**config.mk**
```make
export PLATFORM = sky130hd
export DESIGN_NAME = mem_arbiter_flat
export DESIGN_NICKNAME = d
export VERILOG_FILES = /design/src/rtl/mem_arbiter_pkg.sv /design/src/rtl/mem_arbiter_if.sv /design/src/rtl/mem_arbiter.sv /design/src/flat_wrapper.sv
export SDC_FILE = /design/constraint.sdc
export NUM_CORES = 1
export LEC_CHECK = 0
export CORE_AREA = 2 2 203 205
export DETAILED_ROUTE_END_ITERATION = 10
export DIE_AREA = 0 0 205 207
export PLACE_DENSITY_LB_ADDON = 0.15
export SYNTH_ARGS = -nofsm -noshare
export SYNTH_HDL_FRONTEND = slang
export SYNTH_SLANG_ARGS = --single-unit
export TNS_END_PERCENT = 1
```
**constraint.sdc**
```tcl
create_clock -name clk -period 12.3 [get_ports clk]
set_input_delay 2.46 -clock clk [delete_from_list [all_inputs] [get_ports clk]]
set_output_delay 2.46 -clock clk [all_outputs]
set_load 0.1 [all_outputs]
```
**src/rtl/mem_arbiter_pkg.sv**
```systemverilog
// Shared types and constants for the two-requester memory arbiter.
package mem_arbiter_pkg;

  localparam int          NUM_REQ       = 2;
  localparam logic        REQ_CORE      = 1'b0;
  localparam logic        REQ_LOADER    = 1'b1;
  localparam int unsigned DEF_MEM_BYTES = 524288;

  typedef enum logic [1:0] {
    ST_IDLE  = 2'd0,
    ST_ISSUE = 2'd1,
    ST_RESP  = 2'd2
  } state_e;

  // Per-transaction bookkeeping carried from grant to response.
  typedef struct packed {
    logic idx;
    logic write;
    logic fault;
  } txn_meta_t;

  // Round-robin pick: a lone requester always wins; on contention the
  // requester that was not granted last time wins.
  function automatic logic [NUM_REQ-1:0] rr_pick(input logic [NUM_REQ-1:0] valid,
                                                 input logic               last_idx);
    logic [NUM_REQ-1:0] g;
    g = valid;
    if (&valid) g = (last_idx == REQ_LOADER) ? 2'b01 : 2'b10;
    return g;
  endfunction

endpackage

```
**src/rtl/mem_arbiter_if.sv**
```systemverilog
// Requester and RAM-side signal bundle; the arbiter sits on the slave modport.
interface mem_arbiter_if #(
  parameter int ADDR_W = 64,
  parameter int DATA_W = 64
);
  import mem_arbiter_pkg::*;

  logic [NUM_REQ-1:0]             req_valid;
  logic [NUM_REQ-1:0]             req_ready;
  logic [NUM_REQ-1:0]             req_write;
  logic [NUM_REQ-1:0][ADDR_W-1:0] req_addr;
  logic [NUM_REQ-1:0][DATA_W-1:0] req_wdata;

  logic [NUM_REQ-1:0]             rsp_valid;
  logic [DATA_W-1:0]              rsp_rdata;
  logic                           rsp_error;

  logic [ADDR_W-1:0]              mem_addr;
  logic [DATA_W-1:0]              mem_wdata;
  logic                           mem_write_en;
  logic [DATA_W-1:0]              mem_rdata;
  logic                           mem_error;

  modport slave (
    input  req_valid, req_write, req_addr, req_wdata, mem_rdata, mem_error,
    output req_ready, rsp_valid, rsp_rdata, rsp_error, mem_addr, mem_wdata, mem_write_en
  );

  modport master (
    output req_valid, req_write, req_addr, req_wdata, mem_rdata, mem_error,
    input  req_ready, rsp_valid, rsp_rdata, rsp_error, mem_addr, mem_wdata, mem_write_en
  );

endinterface

```
**src/rtl/mem_arbiter.sv**
```systemverilog
// Two-port round-robin arbiter in front of a single-port RAM with a
// registered read; one transaction in flight, alignment/range checked.
module mem_arbiter
  import mem_arbiter_pkg::*;
#(
  parameter int          ADDR_W    = 64,
  parameter int          DATA_W    = 64,
  parameter int unsigned MEM_BYTES = DEF_MEM_BYTES
) (
  input  logic          clk,
  input  logic          reset,
  mem_arbiter_if.slave  bus
);

  state_e             state_q, state_d;
  logic               last_q, last_d;
  txn_meta_t          meta_q, meta_d;
  logic [ADDR_W-1:0]  maddr_q, maddr_d;
  logic [DATA_W-1:0]  mwdata_q, mwdata_d;

  logic [NUM_REQ-1:0] grant;
  logic               hs;
  logic               sel;
  logic [ADDR_W-1:0]  sel_addr;
  logic [ADDR_W:0]    end_addr;
  logic               misalign;
  logic               out_of_range;
  logic               fault;

  // Grant and access checks for the requester being accepted this cycle.
  always_comb begin
    grant        = '0;
    if (state_q == ST_IDLE && !reset) grant = rr_pick(bus.req_valid, last_q);
    hs           = |grant;
    sel          = grant[1];
    sel_addr     = bus.req_addr[sel];
    // One extra bit so addresses near the top of ADDR_W cannot wrap into range.
    end_addr     = {1'b0, sel_addr} + (ADDR_W+1)'(8);
    misalign     = |sel_addr[2:0];
    out_of_range = end_addr > (ADDR_W+1)'(MEM_BYTES);
    fault        = misalign | out_of_range;
  end

  always_ff @(posedge clk) begin
    if (reset) state_q <= ST_IDLE;
    else       state_q <= state_d;
  end

  always_comb begin
    state_d = state_q;
    case (state_q)
      ST_IDLE:  if (hs) state_d = fault ? ST_RESP : ST_ISSUE;
      ST_ISSUE: state_d = ST_RESP;
      ST_RESP:  state_d = ST_IDLE;
      default:  state_d = ST_IDLE;
    endcase
  end

  // Latch the accepted request; the RAM address/data only move for legal
  // accesses so they hold their previous value across faults and idle time.
  always_comb begin
    last_d   = last_q;
    meta_d   = meta_q;
    maddr_d  = maddr_q;
    mwdata_d = mwdata_q;
    if (hs) begin
      last_d       = sel;
      meta_d.idx   = sel;
      meta_d.write = bus.req_write[sel];
      meta_d.fault = fault;
      if (!fault) begin
        maddr_d  = sel_addr;
        mwdata_d = bus.req_wdata[sel];
      end
    end
  end

  always_ff @(posedge clk) begin
    if (reset) begin
      last_q   <= REQ_LOADER;
      meta_q   <= '0;
      maddr_q  <= '0;
      mwdata_q <= '0;
    end else begin
      last_q   <= last_d;
      meta_q   <= meta_d;
      maddr_q  <= maddr_d;
      mwdata_q <= mwdata_d;
    end
  end

  // Outputs are forced quiet while reset is held so an aborted ISSUE never strobes.
  always_comb begin
    bus.req_ready    = grant;
    bus.mem_addr     = reset ? '0 : maddr_q;
    bus.mem_wdata    = reset ? '0 : mwdata_q;
    bus.mem_write_en = 1'b0;
    bus.rsp_valid    = '0;
    bus.rsp_rdata    = '0;
    bus.rsp_error    = 1'b0;
    if (!reset) begin
      case (state_q)
        ST_ISSUE: bus.mem_write_en = meta_q.write;
        ST_RESP: begin
          bus.rsp_valid[meta_q.idx] = 1'b1;
          bus.rsp_error             = meta_q.fault | bus.mem_error;
          if (!meta_q.write && !bus.rsp_error) bus.rsp_rdata = bus.mem_rdata;
        end
        default: ;
      endcase
    end
  end

endmodule

```
**src/flat_wrapper.sv**
```systemverilog
// flat-port wrapper written by rule: the top's interface ports become plain ports
module mem_arbiter_flat import mem_arbiter_pkg::*;
#(
  parameter int          ADDR_W    = 64,
  parameter int          DATA_W    = 64,
  parameter int unsigned MEM_BYTES = DEF_MEM_BYTES
)
  (clk, reset, bus_req_valid, bus_req_write, bus_req_addr, bus_req_wdata, bus_mem_rdata, bus_mem_error, bus_req_ready, bus_rsp_valid, bus_rsp_rdata, bus_rsp_error, bus_mem_addr, bus_mem_wdata, bus_mem_write_en);
  mem_arbiter_if #(.ADDR_W(ADDR_W), .DATA_W(DATA_W)) bus_i ();
  input  logic clk;
  input  logic reset;
  input wire logic [$bits(bus_i.req_valid)-1:0] bus_req_valid;
  input wire logic [$bits(bus_i.req_write)-1:0] bus_req_write;
  input wire logic [$bits(bus_i.req_addr)-1:0] bus_req_addr;
  input wire logic [$bits(bus_i.req_wdata)-1:0] bus_req_wdata;
  input wire logic [$bits(bus_i.mem_rdata)-1:0] bus_mem_rdata;
  input wire logic [$bits(bus_i.mem_error)-1:0] bus_mem_error;
  output wire logic [$bits(bus_i.req_ready)-1:0] bus_req_ready;
  output wire logic [$bits(bus_i.rsp_valid)-1:0] bus_rsp_valid;
  output wire logic [$bits(bus_i.rsp_rdata)-1:0] bus_rsp_rdata;
  output wire logic [$bits(bus_i.rsp_error)-1:0] bus_rsp_error;
  output wire logic [$bits(bus_i.mem_addr)-1:0] bus_mem_addr;
  output wire logic [$bits(bus_i.mem_wdata)-1:0] bus_mem_wdata;
  output wire logic [$bits(bus_i.mem_write_en)-1:0] bus_mem_write_en;
  assign bus_i.req_valid = bus_req_valid;
  assign bus_i.req_write = bus_req_write;
  assign bus_i.req_addr = bus_req_addr;
  assign bus_i.req_wdata = bus_req_wdata;
  assign bus_i.mem_rdata = bus_mem_rdata;
  assign bus_i.mem_error = bus_mem_error;
  assign bus_req_ready = bus_i.req_ready;
  assign bus_rsp_valid = bus_i.rsp_valid;
  assign bus_rsp_rdata = bus_i.rsp_rdata;
  assign bus_rsp_error = bus_i.rsp_error;
  assign bus_mem_addr = bus_i.mem_addr;
  assign bus_mem_wdata = bus_i.mem_wdata;
  assign bus_mem_write_en = bus_i.mem_write_en;
  mem_arbiter #(.ADDR_W(ADDR_W), .DATA_W(DATA_W), .MEM_BYTES(MEM_BYTES)) u_core (.clk(clk), .reset(reset), .bus(bus_i));
endmodule
```
== After elaboration in Yosys (flattened, before gate mapping) ==
Index checks and enable logic that the tools add are counted.

* Flip-flop bits (word level): 134
* Input bits: 327
* Output and inout port bits: 198
* Word-level logic and storage cells: 54

* Add/subtract/negate cells: 1
* Order comparisons: 4
* Equal/unequal tests: 3
* Muxes and demuxes: 25
* Bitwise logic cells: 3
* Reduce and logical (&&, ||, !) cells: 11

{| class="wikitable"
|+ Operators with widths
! kind !! number
|-
| $mux 64 || 9
|-
| $add 64x4->65 const B || 1
|-
| $gt 65x20->1 const B || 1
|-
| $mux 2 || 7
|-
| $mux 1 || 7
|-
| $lt 1x2->1 const B || 2
|-
| $pmux 2 s2 || 1
|-
| $reduce_and 2->1 || 2
|-
| $logic_and 1x1->1 || 3
|-
| $logic_not 1->1 || 3
|-
| $reduce_or 3->1 || 1
|-
| $eq 2x1->1 const B || 1
|-
| $eq 2x2->1 const B || 1
|-
| $logic_not 2->1 || 1
|-
| $ne 2x1->1 const B || 1
|-
| $or 1x1->1 || 2
|-
| $reduce_or 2->1 || 1
|-
| $demux 1 s1 || 1
|-
| $ge 1x1->1 const B || 1
|-
| $not 1->1 || 1
|}

== Depth between registers and ports, before layout ==
* Depth in word-level cells: 11
* Mapped depth: 26

== Worst setup path before layout ==
No wires, ideal clock.

* Path type: input port to output port
* From: input reset
* To: output bus_req_ready[1]
* Arrival: 5.491 ns
* Data required time: 9.840 ns
* Setup slack: 4.349 ns
* Stages: 10
* Buffers on the path: 7
* Path through: clkbuf_1 -> a21oi_1 -> nand2_1 -> inv_1 -> buf_2 -> buf_2 -> buf_2 -> buf_2 -> clkbuf_1 -> clkbuf_1

* Word-level cells in the longest chain between the ends: 3

{| class="wikitable"
|+ Ends and longest elaborated chain
! element !! line !! RTL
|-
| from (decl) || flat_wrapper.sv:11 || <nowiki>input logic reset;</nowiki>
|-
| $logic_not 1->1 || mem_arbiter.sv:33 || <nowiki>if (state_q == ST_IDLE && !reset) grant = rr_pick(bus.req_valid, last_q);</nowiki>
|-
| $logic_and 1x1->1 || mem_arbiter.sv:33 ||
|-
| $mux 2 || mem_arbiter.sv:33 ||
|-
| to (decl) || flat_wrapper.sv:18 || <nowiki>output wire logic [$bits(bus_i.req_ready)-1:0] bus_req_ready;</nowiki>
|}

Every way passes these cells.

== Final worst setup path ==
* From: input bus_req_valid[1]
* To: register u_core.mwdata_q[16]

* Word-level cells in the longest chain between the ends: 10
* Elaborated cells on any way between the ends: 14

{| class="wikitable"
|+ Ends and longest elaborated chain
! element !! line !! RTL
|-
| from (decl) || flat_wrapper.sv:12 || <nowiki>input wire logic [$bits(bus_i.req_valid)-1:0] bus_req_valid;</nowiki>
|-
| $reduce_and 2->1 || mem_arbiter_pkg.sv:28 || <nowiki>if (&valid) g = (last_idx == REQ_LOADER) ? 2'b01 : 2'b10;</nowiki>
|-
| $mux 2 (*) || mem_arbiter_pkg.sv:28 ||
|-
| $mux 2 (*) || mem_arbiter.sv:33 ||
|-
| $mux 64 (not written as such) (*) (2 in a row) || mem_arbiter.sv:36 || <nowiki>sel_addr = bus.req_addr[sel];</nowiki>
|-
| net u_core.sel_addr[3] || mem_arbiter.sv:24 || <nowiki>logic [ADDR_W-1:0] sel_addr;</nowiki>
|-
| $add 64x4->65 (*) || mem_arbiter.sv:38 || <nowiki>end_addr = {1'b0, sel_addr} + (ADDR_W+1)'(8);</nowiki>
|-
| $gt 65x20->1 (*) || mem_arbiter.sv:40 || <nowiki>out_of_range = end_addr > (ADDR_W+1)'(MEM_BYTES);</nowiki>
|-
| $or 1x1->1 (*) || mem_arbiter.sv:41 || <nowiki>fault = misalign | out_of_range;</nowiki>
|-
| $not 1->1 (no source line) (*) || n/a ||
|-
| $reduce_and 2->1 (no source line) (*) || n/a ||
|-
| to (signal assigned) || mem_arbiter.sv:88 || <nowiki>mwdata_q <= mwdata_d;</nowiki>
|-
| to (decl) || mem_arbiter.sv:19 || <nowiki>logic [DATA_W-1:0] mwdata_q, mwdata_d;</nowiki>
|}

Mark *: on every way through the listed nets, which the timed path passes. The rest lies on a longest branch. The select of a mux whose other input is x is not followed.
A chain may end at the register's enable or synchronous reset.

==> metrics.csv <==
stage;metric;value;unit
yosys;ys_top_cells_by_area;dfxtp_1 26%, nor2b_1 11%, mux2_1 7.6%;
yosys;synthTopCellsByCount;206 x nand2_1, 177 x nor2b_1, 134 x dfxtp_1, 104 x a21oi_1, 77 x and2_1;
floorplanning;dieWidth;205;um
drt;first_pass_iters;5;
timing;clock.fmax;119;MHz
timing;slew_violations;0;
drt;wirelength;52300;um
yosys;yosysSeqAreaShare;26.0;%
yosys;ys_seq_elements;134;
timing;clock_skew;12.0;ps
clocking;root_buffer;clkbuf_16;
floorplanning;boundaryPins;525;
yosys;yosys.area.top_type;dfxtp_1;
yosys;synth_top_family_by_area;simple AND/OR/NAND/NOR gates;
worst_hold_path;min_path_type;reg -> reg;
timing;final.setup.tns;0;ps
clocking;cts_resized;0;
timing;finalSetupViolations;0;
yosys;synth_edf_count;0;
floorplanning;std_cell_rows;74;
global_routing;grt_start_max_net_pins;130;
setup_path;critical-path-max-stage-delay;500;ps
floorplanning;dieHeight;207;um
power;p_leak;6.12;nW
yosys;synthAdderAreaFrac;0.121;%
drt;ant_nets;0;
timing;finalHoldViolCount;0;
finish;fin_nets;2163;
global_routing;grt_pass1_wl;78100;um
floorplanning;core-area;40400;um^2
finish;drive_gt1_share;4.06;%
timing;fin_crit;8420;ps
yosys;synth_area;10300;um^2
clocking;cts_tree;built;
global_routing;antenna_found_initial;2;
setup_path;startpoint_type;input port;
yosys;synth_compound_area_share;14.6;%
timing;slew_headroom;22.5;%
placement;io_buffers;524;
yosys;yosysMostFrequentCell;nand2_1;
yosys;async_flop_share;0;%
setup_path;cp.arrival;8730;ps
setup_path;cp_cell_sequence;clkdlybuf4s50_1, nor3b_2, buf_4, nand2_4, inv_6, nand2_1, nand2_1, ha_1, nand3_1, nor4_1, a32oi_1, o21bai_1, xor2_1, nor4_1, o21ai_0, a2111o_1, nor4_4, buf_12, mux2_1;
power;powerDensity;78.0;nW/um^2
run;drv_cap;0;
setup_path;path_class;in -> reg;
yosys;yosys.area.top_type_share;26.0;%
placement;placed_area;15900;um^2
clocking;postCtsSetupRepairBufs;0;
setup_path;cp_max_fo;129;
global_routing;first_global_vias;12300;
clocking;cts_sinks;134;
finish;area_growth;60.4;%
yosys;synth_cell_types;71;
clocking;clkTransAtPathRegs;70;ps
drt;via_per_inst;5.21;
yosys;synth_warnings;0;
yosys;synthMuxAreaShare;13.1;%
drt;drc;0;
yosys;synth-xor-area-share;2.72;%
yosys;synth-main-ff-cell;dfxtp_1;
clocking;clock_latency;430;ps
timing;fin_ws;3880;ps
timing;rsz0062_at_grt;no;
power;ir_worst_vdd;89.3;uV
global_routing;overflow;0;
global_routing;track_usage;23.9;%
placement;dpl_worst_slack;3540;ps
placement;place_hpwl;39900;um
yosys;netlist_instances;1376;
floorplanning;start_util;25.5;%
timing;worst_pin_slew;1160;ps
drt;drtIter0Drc;1009;
clocking;cts.path.max_buffers;2;
drt;via_count;12400;
clocking;htree_levels;4;
setup_path;crit_path_end_kind;flip-flop;
setup_path;timing.critical_path.required;12610;ps
power;p_total;1.29;mW
clocking;cts_hold_buf;0;
setup_path;cp_slowest_cell;clkdlybuf4s50_1;
placement;routabilityCongestion;0.931;
timing;fin_crit_sh;68.4;%
floorplanning;dieArea;42400;um^2
yosys;avgSynthCellArea;7.49;um^2
finish;fin_area;16500;um^2
outcome;status;finished clean;
clocking;cts_made_buffers;17;
yosys;synthSimpleGateAreaFrac;38.8;%
drt;post_drt_wl_per_cell;22.0;um
yosys;syn_nets;1704;
## stage by stage
stage	hold WS (ps)	std cells	utilization, %
6_report	580	2381	41.0
5_1_grt	601	2381	41.0
4_1_cts	582	2380	41.0
3_5_place_dp	569	2348	39.5
3_3_place_gp	557	2348	39.5
2_1_floorplan	480	1376	-
## worst max-delay path: cells and delay by family
kind            cells  cell delay [ps]
fa+ha+maj           1              440
xor+xnor            1              180
compound gates      4             1170
simple gates        8             2040
mux                 1              400
buf+inv             4             1790
## kinds of logic after synthesis
| kind of cell | count (synthesis) |
|---|---|
| compound gates | 234 |
| xor+xnor | 32 |
| fa+ha+maj | 1 |
| buf+inv | 110 |
| simple gates | 741 |
| mux | 124 |
| flops | 134 |
## cell usage in the layout (no fill, tap or decap), drive strengths merged, types with 5 or more instances in the layout
master and count:
clkdlybuf4s50 523, nand2 206, nor2b 177, dfxtp 134
a21oi 104, mux2 85, and2 78, nand4 58
nand3 47, nor2 44, mux2i 39, nor3 29
and3 26, nor4 24, o21ai 23, inv 23
and4 19, xnor2 18, clkbuf 17, buf 15
xor2 14, a211oi 12, o211ai 12, a31oi 11
or4 7, or3 7, o2111ai 7, a2111oi 7
a22oi 5, a41oi 5, nor3b 5
## state kept, by name (all words and copies together) (netlist names)
register	count
u_core.maddr_q	64
u_core.state_q	2
u_core.meta_q	3
u_core.last_q	1
u_core.mwdata_q	64
## final timing paths
kind         slack [ps]          startpoint             endpoint  depth (start not counted)
min reg2reg         580  u_core.maddr_q[63]   u_core.maddr_q[63]                          2
max reg2reg        5980   u_core.state_q[0]  u_core.mwdata_q[16]                         18
min                 580  u_core.maddr_q[63]   u_core.maddr_q[63]                          2
max                3880    bus_req_valid[1]  u_core.mwdata_q[16]                         19
## report_power, final
part	internal (mW)	switching (mW)	total (mW)
Combinational	0.146	0.189	0.335
Sequential	0.435	0.00205	0.437
Clock	0.275	0.243	0.519
## final cells by class
| class | count | area, um^2 |
|---|---|---|
| Antenna cell | 1 | 2.50 |
| Clock buffer | 17 | 425 |
| Clock inverter | 15 | 171 |
| Fill cell | 4215 | 23800 |
| Inverter | 12 | 50.0 |
| Multi-Input combinational cell | 1132 | 7170 |
| Sequential cell | 134 | 2680 |
| Tap cell | 532 | 666 |
| Timing Repair Buffer | 538 | 5360 |
## metal layers
layer | GRT usage, % | routed length (um)
met5 | 0 | 11
met3 | 6.10 | 4610
met2 | 39.9 | 24500
met1 | 30.4 | 22100
met4 | 6.43 | 1150
(Power assumes the default switching activity.)
